$ cat config.mk
export PLATFORM = sky130hd
export DESIGN_NAME = bit_serial_adder
export DESIGN_NICKNAME = d
export VERILOG_FILES = /design/src/rtl/bsa_pkg.sv /design/src/rtl/serial_fa_slice.sv /design/src/rtl/bit_serial_adder.sv
export SDC_FILE = /design/constraint.sdc
export NUM_CORES = 1
export LEC_CHECK = 0
export ABC_AREA = 1
export CORE_MARGIN = 5
export CORE_UTILIZATION = 54
export CTS_CLUSTER_SIZE = 8
export DETAILED_ROUTE_END_ITERATION = 12
export GPL_TIMING_DRIVEN = 0
export PLACE_DENSITY = 0.94
export SLEW_MARGIN = 40
export SYNTH_ARGS = -nofsm -noshare
export SYNTH_HDL_FRONTEND = slang
export SYNTH_SLANG_ARGS = --single-unit
$ cat constraint.sdc
create_clock -name CLK -period 2.2 [get_ports CLK]
set_input_delay 0.22 -clock CLK [delete_from_list [all_inputs] [get_ports CLK]]
set_output_delay 0.22 -clock CLK [all_outputs]
set_load 0.005 [all_outputs]
$ cat src/rtl/bsa_pkg.sv
// Shared constants and state encoding for the bit-serial adder.
package bsa_pkg;

  localparam int BSA_WIDTH_DEF = 8;

  typedef enum logic [1:0] {
    S_IDLE = 2'b00,
    S_RUN  = 2'b01,
    S_DONE = 2'b10
  } bsa_state_e;

endpackage

$ cat src/rtl/serial_fa_slice.sv
// One-bit full-adder slice used once per clock by the serial datapath; purely combinational.
module serial_fa_slice (
  input  logic A,
  input  logic B,
  input  logic C,
  output logic YS,
  output logic YC
);

  assign YS = A ^ B ^ C;
  assign YC = (A & B) | (A & C) | (B & C);

endmodule

$ cat src/rtl/bit_serial_adder.sv
// LSB-first bit-serial adder: one sum bit per clock, WIDTH cycles per operation,
// valid/ready handshake on both sides.
module bit_serial_adder
  import bsa_pkg::*;
#(
  parameter int WIDTH = BSA_WIDTH_DEF
) (
  input  logic             CLK,
  input  logic             RST,
  input  logic             IN_VALID,
  output logic             IN_READY,
  input  logic [WIDTH-1:0] A,
  input  logic [WIDTH-1:0] B,
  input  logic             CIN,
  output logic             OUT_VALID,
  input  logic             OUT_READY,
  output logic [WIDTH-1:0] SUM,
  output logic             COUT,
  output logic             BUSY
);

  localparam int             CW   = $clog2(WIDTH);
  localparam logic [CW-1:0]  LAST = CW'(WIDTH - 1);

  bsa_state_e       r_state, w_next;
  logic [WIDTH-1:0] r_a, r_b, r_res;
  logic             r_carry;
  logic [CW-1:0]    r_cnt;
  logic             w_ys, w_yc;

  serial_fa_slice u_fa (
    .A  (r_a[0]),
    .B  (r_b[0]),
    .C  (r_carry),
    .YS (w_ys),
    .YC (w_yc)
  );

  always_ff @(posedge CLK or posedge RST) begin
    if (RST) r_state <= S_IDLE;
    else     r_state <= w_next;
  end

  always_comb begin
    w_next = r_state;
    case (r_state)
      S_IDLE:  if (IN_VALID)       w_next = S_RUN;
      S_RUN:   if (r_cnt == LAST)  w_next = S_DONE;
      S_DONE:  if (OUT_READY)      w_next = S_IDLE;
      default:                     w_next = S_IDLE;
    endcase
  end

  always_comb begin
    IN_READY  = 1'b0;
    OUT_VALID = 1'b0;
    BUSY      = 1'b0;
    case (r_state)
      S_IDLE:  IN_READY  = 1'b1;
      S_RUN:   BUSY      = 1'b1;
      S_DONE:  begin
        OUT_VALID = 1'b1;
        BUSY      = 1'b1;
      end
      default: IN_READY  = 1'b0;
    endcase
  end

  // Counter parks at LAST on the final RUN edge so it never wraps mid-operation.
  always_ff @(posedge CLK or posedge RST) begin
    if (RST) begin
      r_a     <= '0;
      r_b     <= '0;
      r_res   <= '0;
      r_carry <= 1'b0;
      r_cnt   <= '0;
    end else begin
      case (r_state)
        S_IDLE: if (IN_VALID) begin
          r_a     <= A;
          r_b     <= B;
          r_carry <= CIN;
          r_res   <= '0;
          r_cnt   <= '0;
        end
        S_RUN: begin
          r_res   <= {w_ys, r_res[WIDTH-1:1]};
          r_carry <= w_yc;
          r_a     <= r_a >> 1;
          r_b     <= r_b >> 1;
          if (r_cnt != LAST) r_cnt <= r_cnt + CW'(1);
        end
        default: ;
      endcase
    end
  end

  assign SUM  = r_res;
  assign COUT = r_carry;

endmodule

# Word level (Yosys, flattened, before mapping)
# Index checks and enable logic that the tools add are counted.
# classes
reduce_logical	6
mux	18
n_eq_ne	8
bitwise_logic	7
addsub	1
# ops
cell	n
8-bit one-hot mux with 2 select lines	3
8-bit two-way mux	3
2-bit != test (second input constant)	4
2-bit two-way mux	3
3-bit two-way mux	2
2-bit one-hot mux with 3 select lines	1
3-bit one-hot mux with 2 select lines	1
3-bit AND reduction	2
1-bit two-way mux	4
3-bit by 1-bit adder with 3-bit output (second input constant)	1
1-bit bitwise AND	3
3-bit equality test (second input constant)	1
3-bit != test (second input constant)	1
2-bit by 1-bit equality test with 1-bit output (second input constant)	1
2-bit equality test (second input constant)	1
2-bit logical NOT	1
1-bit OR	2
1-bit one-hot mux with 2 select lines	1
2-bit AND reduction	1
2-bit nonzero test	1
2-bit OR reduction	1
1-bit bitwise XOR	2
# totals
reg_bits	30
wordCells	46
out_inout_bits	12
inputBits	21

# Logic depth before layout (Yosys ltp)
# logic_depth
ltp_word	4
mapped_depth	9
depth_no_buf	8

# Hierarchy
# From an unflattened synthesis, not the netlist that was laid out.
# unflattened
hier_cells	200
area_unflattened_um2	1550.2
# by_module_without_submodules
module	seq_area_each_um2	area_each_um2	cells_each	instances
bit_serial_adder	750.7	1530.2	199	1
serial_fa_slice	0.0	20.0	1	1

# Worst setup path after synthesis
# Ideal clock, no wire load.
# synth_path
kind	reg2reg
startpoint	reg r_state[0]
endpoint	reg r_a[1]
synth_period_minus_slack_ns	1.314
path_stages_with_launch	9
n_path_buf	1
setup_slack_ns	0.886
arrival_time_ns	1.197
t_required_ns	2.084
setup_ns	0.116
cell_sequence	dfrtp_1 inv_1 ha_1 inv_2 nand2_2 nand2_2 buf_4 nand2_1 nand2_1
# synth_via
elab_chain_cells	3
word_cells_on_any_way	6
classes_between	2 x eq/ne; 1 x mux; 3 x reduce/logical
# synth_lines
element	line_no	source
start, declared	bit_serial_adder.sv:25	bsa_state_e r_state, w_next;
start signal, assigned	bit_serial_adder.sv:41	else r_state <= w_next;
2-bit by 1-bit equality test with 1-bit output or 2-bit logical NOT (tied branches)	bit_serial_adder.sv:78	case (r_state)
2-bit nonzero test (no source line) or 2-bit != test (tied branches)	--	
2-bit AND reduction (no source line)	--	
end signal, assigned	bit_serial_adder.sv:89	r_a <= r_a >> 1;
end, declared	bit_serial_adder.sv:26	logic [WIDTH-1:0] r_a, r_b, r_res;
# Several ways; a longest one is shown, not always the timed one.
# A chain may end at the register's enable or synchronous reset.

# Worst setup path after layout
# layout_path
startpoint	reg r_state[1]
endpoint	out IN_READY
# layout_via
elab_chain_cells	2
# layout_lines
element	line_no	source
2-bit logical NOT	bit_serial_adder.sv:58	case (r_state)
1-bit two-way mux	bit_serial_adder.sv:58	
end, declared	bit_serial_adder.sv:11	output logic IN_READY,
# No other way between the ends.

==> impl_metrics.xml <==
<?xml version="1.0" encoding="UTF-8"?>
<metrics>
  <group name="routing">
    <metric name="num_vias" unit="">1402</metric>
    <metric name="detail_route.wl_per_cell" unit="µm">12.1</metric>
    <metric name="drc" unit="">0</metric>
    <metric name="antenna_violating_nets_left" unit="">0</metric>
    <metric name="post_drt_via_cell_ratio" unit="">5.17</metric>
    <metric name="detail_route.wirelength" unit="µm">3280</metric>
    <metric name="detail_route.first_pass.iterations" unit="">4</metric>
    <metric name="drt_iter0_markers" unit="">86</metric>
  </group>
  <group name="global_routing">
    <metric name="grt_pass1_wl" unit="µm">5590</metric>
    <metric name="global_route.usage.total" unit="%">17.5</metric>
    <metric name="globalRoute.totalOverflow" unit="">0</metric>
    <metric name="antenna_violations_before_repair" unit="">0</metric>
    <metric name="largest_net_degree_at_the_start_of_global_routing" unit="">31</metric>
    <metric name="vias_in_the_first_global_route" unit="">1291</metric>
  </group>
  <group name="final_layout">
    <metric name="fin_cells" unit="">271</metric>
    <metric name="layout_common_cells" unit="">96 x sky130_fd_sc_hd__nand2_1, 35 x sky130_fd_sc_hd__nand3_1, 32 x sky130_fd_sc_hd__clkdlybuf4s50_1</metric>
    <metric name="design.final.nets" unit="">267</metric>
    <metric name="final_layout_size_suffix_gt1_share" unit="%">9.58</metric>
    <metric name="fill_cells" unit="">213</metric>
    <metric name="layout_commonest_cell" unit="">sky130_fd_sc_hd__nand2_1</metric>
    <metric name="syn2layout_area_growth" unit="%">27.1</metric>
    <metric name="antenna_cells_inserted" unit="">0</metric>
  </group>
  <group name="yosys">
    <metric name="synth_top_cells_by_area" unit="">sky130_fd_sc_hd__dfrtp_1 48%, sky130_fd_sc_hd__nand2_1 23%, sky130_fd_sc_hd__nand3_1 11%</metric>
    <metric name="yosys_register_bits" unit="">30</metric>
    <metric name="synth_fa_ha_area_share" unit="%">6.14</metric>
    <metric name="synthesis.area_per_instance" unit="µm²">7.74</metric>
    <metric name="largest_family_of_logic_cells_by_synthesized_area" unit="">simple AND/OR/NAND/NOR gates</metric>
    <metric name="yosys.area.top_type" unit="">sky130_fd_sc_hd__dfrtp_1</metric>
    <metric name="area_share_of_and_or_nand_nor_cells_after_synthesis" unit="%">37.1</metric>
    <metric name="synth-compound-area-share" unit="%">1.29</metric>
    <metric name="synth_xor_area_share" unit="%">0</metric>
    <metric name="synth_top_cell_area_share" unit="%">48.5</metric>
    <metric name="muxShareOfSynthArea" unit="%">0</metric>
    <metric name="ys.warnings.count" unit="">0</metric>
    <metric name="netlist_instances" unit="">200</metric>
    <metric name="part_of_the_yosys_area_used_for_sequential_elements" unit="%">48.5</metric>
    <metric name="mappedNetlistNets" unit="">228</metric>
    <metric name="netlist_area" unit="µm²">1550</metric>
    <metric name="synth.lib_cells_used.distinct" unit="">15</metric>
  </group>
  <group name="placed_design">
    <metric name="dp_hpwl" unit="µm">2360</metric>
    <metric name="numPlacedInstances" unit="">263</metric>
    <metric name="place.port_buffers" unit="">32</metric>
    <metric name="final_weighted_congestion_of_routability_driven_global_placement" unit="">0.823</metric>
  </group>
  <group name="critical_path">
    <metric name="worst_ep_arrival_time" unit="ns">1.65</metric>
    <metric name="worstSetupEndpointType" unit="">output port</metric>
    <metric name="timing.critical_path.fanout_max" unit="">5</metric>
    <metric name="r2r_end" unit="">r_b[1]$_DFFE_PP0P_</metric>
    <metric name="worst_ep_required_time" unit="ns">1.98</metric>
    <metric name="crit_type" unit="">reg -&gt; out</metric>
    <metric name="timing.reg2reg.worst_path_depth" unit="">8</metric>
    <metric name="ff2ff_setup_slack" unit="ns">0.70</metric>
    <metric name="critical_path.startpoint_type" unit="">flip-flop</metric>
    <metric name="beginning_of_the_worst_register_to_register_path" unit="">r_state[1]$_DFFE_PP0P_</metric>
  </group>
  <group name="clock_network">
    <metric name="clkSlewWorstSetupHoldPaths" unit="ns">0.10</metric>
    <metric name="cts.root.buffer_cell" unit="">sky130_fd_sc_hd__clkbuf_4</metric>
    <metric name="cts.sink_count" unit="">30</metric>
    <metric name="cts_h_tree_depth" unit="">2</metric>
    <metric name="worst_skew_late_latency" unit="ns">0.33</metric>
    <metric name="clk_path_buf_depth" unit="">2</metric>
    <metric name="postCtsResizedCells" unit="">0</metric>
    <metric name="cts_inserted_buffers" unit="">5</metric>
    <metric name="cts_post_setup_buffers_inserted" unit="">0</metric>
    <metric name="ctsHoldBuffers" unit="">0</metric>
    <metric name="tritoncts" unit="">done</metric>
  </group>
  <group name="power_and_ir_drop">
    <metric name="power_density" unit="nW/µm²">1220</metric>
    <metric name="finalPower" unit="mW">2.40</metric>
    <metric name="static-leakage-power" unit="nW">1.07</metric>
    <metric name="max-vdd-ir-drop" unit="µV">895</metric>
  </group>
  <group name="floorplan">
    <metric name="chipHeight" unit="µm">63.6</metric>
    <metric name="ioPinCount" unit="">33</metric>
    <metric name="core_area" unit="µm²">2760</metric>
    <metric name="die_width" unit="µm">63.6</metric>
    <metric name="die_area" unit="µm²">4040</metric>
    <metric name="initial_core_utilization" unit="%">56.2</metric>
    <metric name="std_cell_rows" unit="">19</metric>
  </group>
  <group name="sta">
    <metric name="final_slew_violations" unit="">0</metric>
    <metric name="period_minus_slack" unit="ns">1.87</metric>
    <metric name="setup_total_negative_slack" unit="ns">0</metric>
    <metric name="hold_violations" unit="">0</metric>
    <metric name="final_min_period_over_clock_period" unit="%">85.2</metric>
    <metric name="final.setup_skew" unit="ns">0.00832</metric>
    <metric name="timing.fmax" unit="MHz">534</metric>
    <metric name="report.final.setup_viol" unit="">0</metric>
    <metric name="maxSlewHeadroom" unit="%">58.8</metric>
    <metric name="worst-slew-pin-transition" unit="ns">0.617</metric>
    <metric name="grt_setup_unrepaired" unit="">no</metric>
  </group>
  <group name="min_path">
    <metric name="hold_path.class" unit="">in -&gt; async</metric>
  </group>
  <group name="job">
    <metric name="drv.max_cap_violation_count" unit="">0</metric>
  </group>
  <group name="outcome">
    <metric name="result_of_the_run" unit="">completed</metric>
  </group>
</metrics>
-- routing by layer --
metal	vias to the layer above	share of wire [%]	GRT usage (%)
met5	-	0	0
met1	644	42	21.9
met3	6	7.8	5.51
met4	0	1.5	6.49
met2	44	49	28.2
li1	708	-	-
-- synth_stat cells --
library cell,number
sky130_fd_sc_hd__ha_1,6
sky130_fd_sc_hd__nand2_2,3
sky130_fd_sc_hd__fa_1,1
sky130_fd_sc_hd__dfrtp_1,30
sky130_fd_sc_hd__nand3_1,35
sky130_fd_sc_hd__inv_2,2
sky130_fd_sc_hd__inv_1,10
sky130_fd_sc_hd__buf_2,6
sky130_fd_sc_hd__o21ai_0,2
sky130_fd_sc_hd__buf_4,3
sky130_fd_sc_hd__buf_6,1
sky130_fd_sc_hd__nand2_1,96
sky130_fd_sc_hd__o21ai_1,2
sky130_fd_sc_hd__nand3b_1,1
sky130_fd_sc_hd__nand4_1,2
-- registers in the layout, summed over array words and instances (netlist names) --
name,cells
r_b,8
COUT,1
r_state,2
SUM,8
r_a,8
r_cnt,3
-- worst max-delay path by stage --
| stage | from | end | slack, ns | depth (start not counted) |
|---|---|---|---|---|
| floorplan | r_state[0]$_DFFE_PP0P_ | r_a[1]$_DFFE_PP0P_ | 0.89 | 8 |
| global placement | RST | r_cnt[0]$_DFFE_PP0P_ | 0.62 | 2 |
| detailed placement | r_state[1]$_DFFE_PP0P_ | IN_READY | 0.68 | 3 |
| CTS | r_state[1]$_DFFE_PP0P_ | IN_READY | 0.31 | 3 |
| global route | r_state[1]$_DFFE_PP0P_ | IN_READY | 0.23 | 3 |
| finish | r_state[1]$_DFFE_PP0P_ | IN_READY | 0.33 | 3 |
-- power by group --
group / switching, mW / internal [mW] / leakage [nW]
combinational: 0.659 / 0.494 / 0.647
sequential: 0.131 / 0.769 / 0.389
clock: 0.189 / 0.155 / 0.0353
total: 0.980 / 1.42 / 1.07
-- per-stage QoR --
stage / utilization, % / hold WS (ns) / area, µm² / setup slack (ns)
2_1_floorplan: - / 0.311 / 1550 / 0.886
3_3_place_gp: 69.2 / 0.461 / 1910 / 0.620
3_5_place_dp: 69.2 / 0.466 / 1910 / 0.679
4_1_cts: 71.4 / 0.302 / 1970 / 0.311
5_1_grt: 71.4 / 0.330 / 1970 / 0.235
6_report: 71.4 / 0.280 / 1970 / 0.326
-- cell families (layout without fill, tap and decap cells) --
group,Yosys count,in the layout
AND/OR/NAND/NOR,137,137
flip-flops,30,30
buffers and inverters,22,62
adder cells (fa/ha/maj),7,7
AO/OA/AOI/OAI,4,4
-- final cells by class --
type | instances | area [µm²] | area share (%)
buffer | 10 | 63.8 | 3.24
clock buffer | 7 | 55.1 | 2.80
clock inverter | 1 | 5.00 | 0.254
inverter | 12 | 45.0 | 2.29
multi-input combinational | 148 | 689 | 35.0
sequential | 30 | 751 | 38.1
tap | 31 | 38.8 | 1.97
timing repair buffer | 32 | 320 | 16.3
-- critical path, stage by stage, from the launching register on --
cell and delay, ns:
sky130_fd_sc_hd__dfrtp_1 0.42, sky130_fd_sc_hd__inv_1 0.11, sky130_fd_sc_hd__ha_1 0.27, sky130_fd_sc_hd__clkdlybuf4s50_1 0.54
Note: power is estimated with default switching activity, not from simulation.
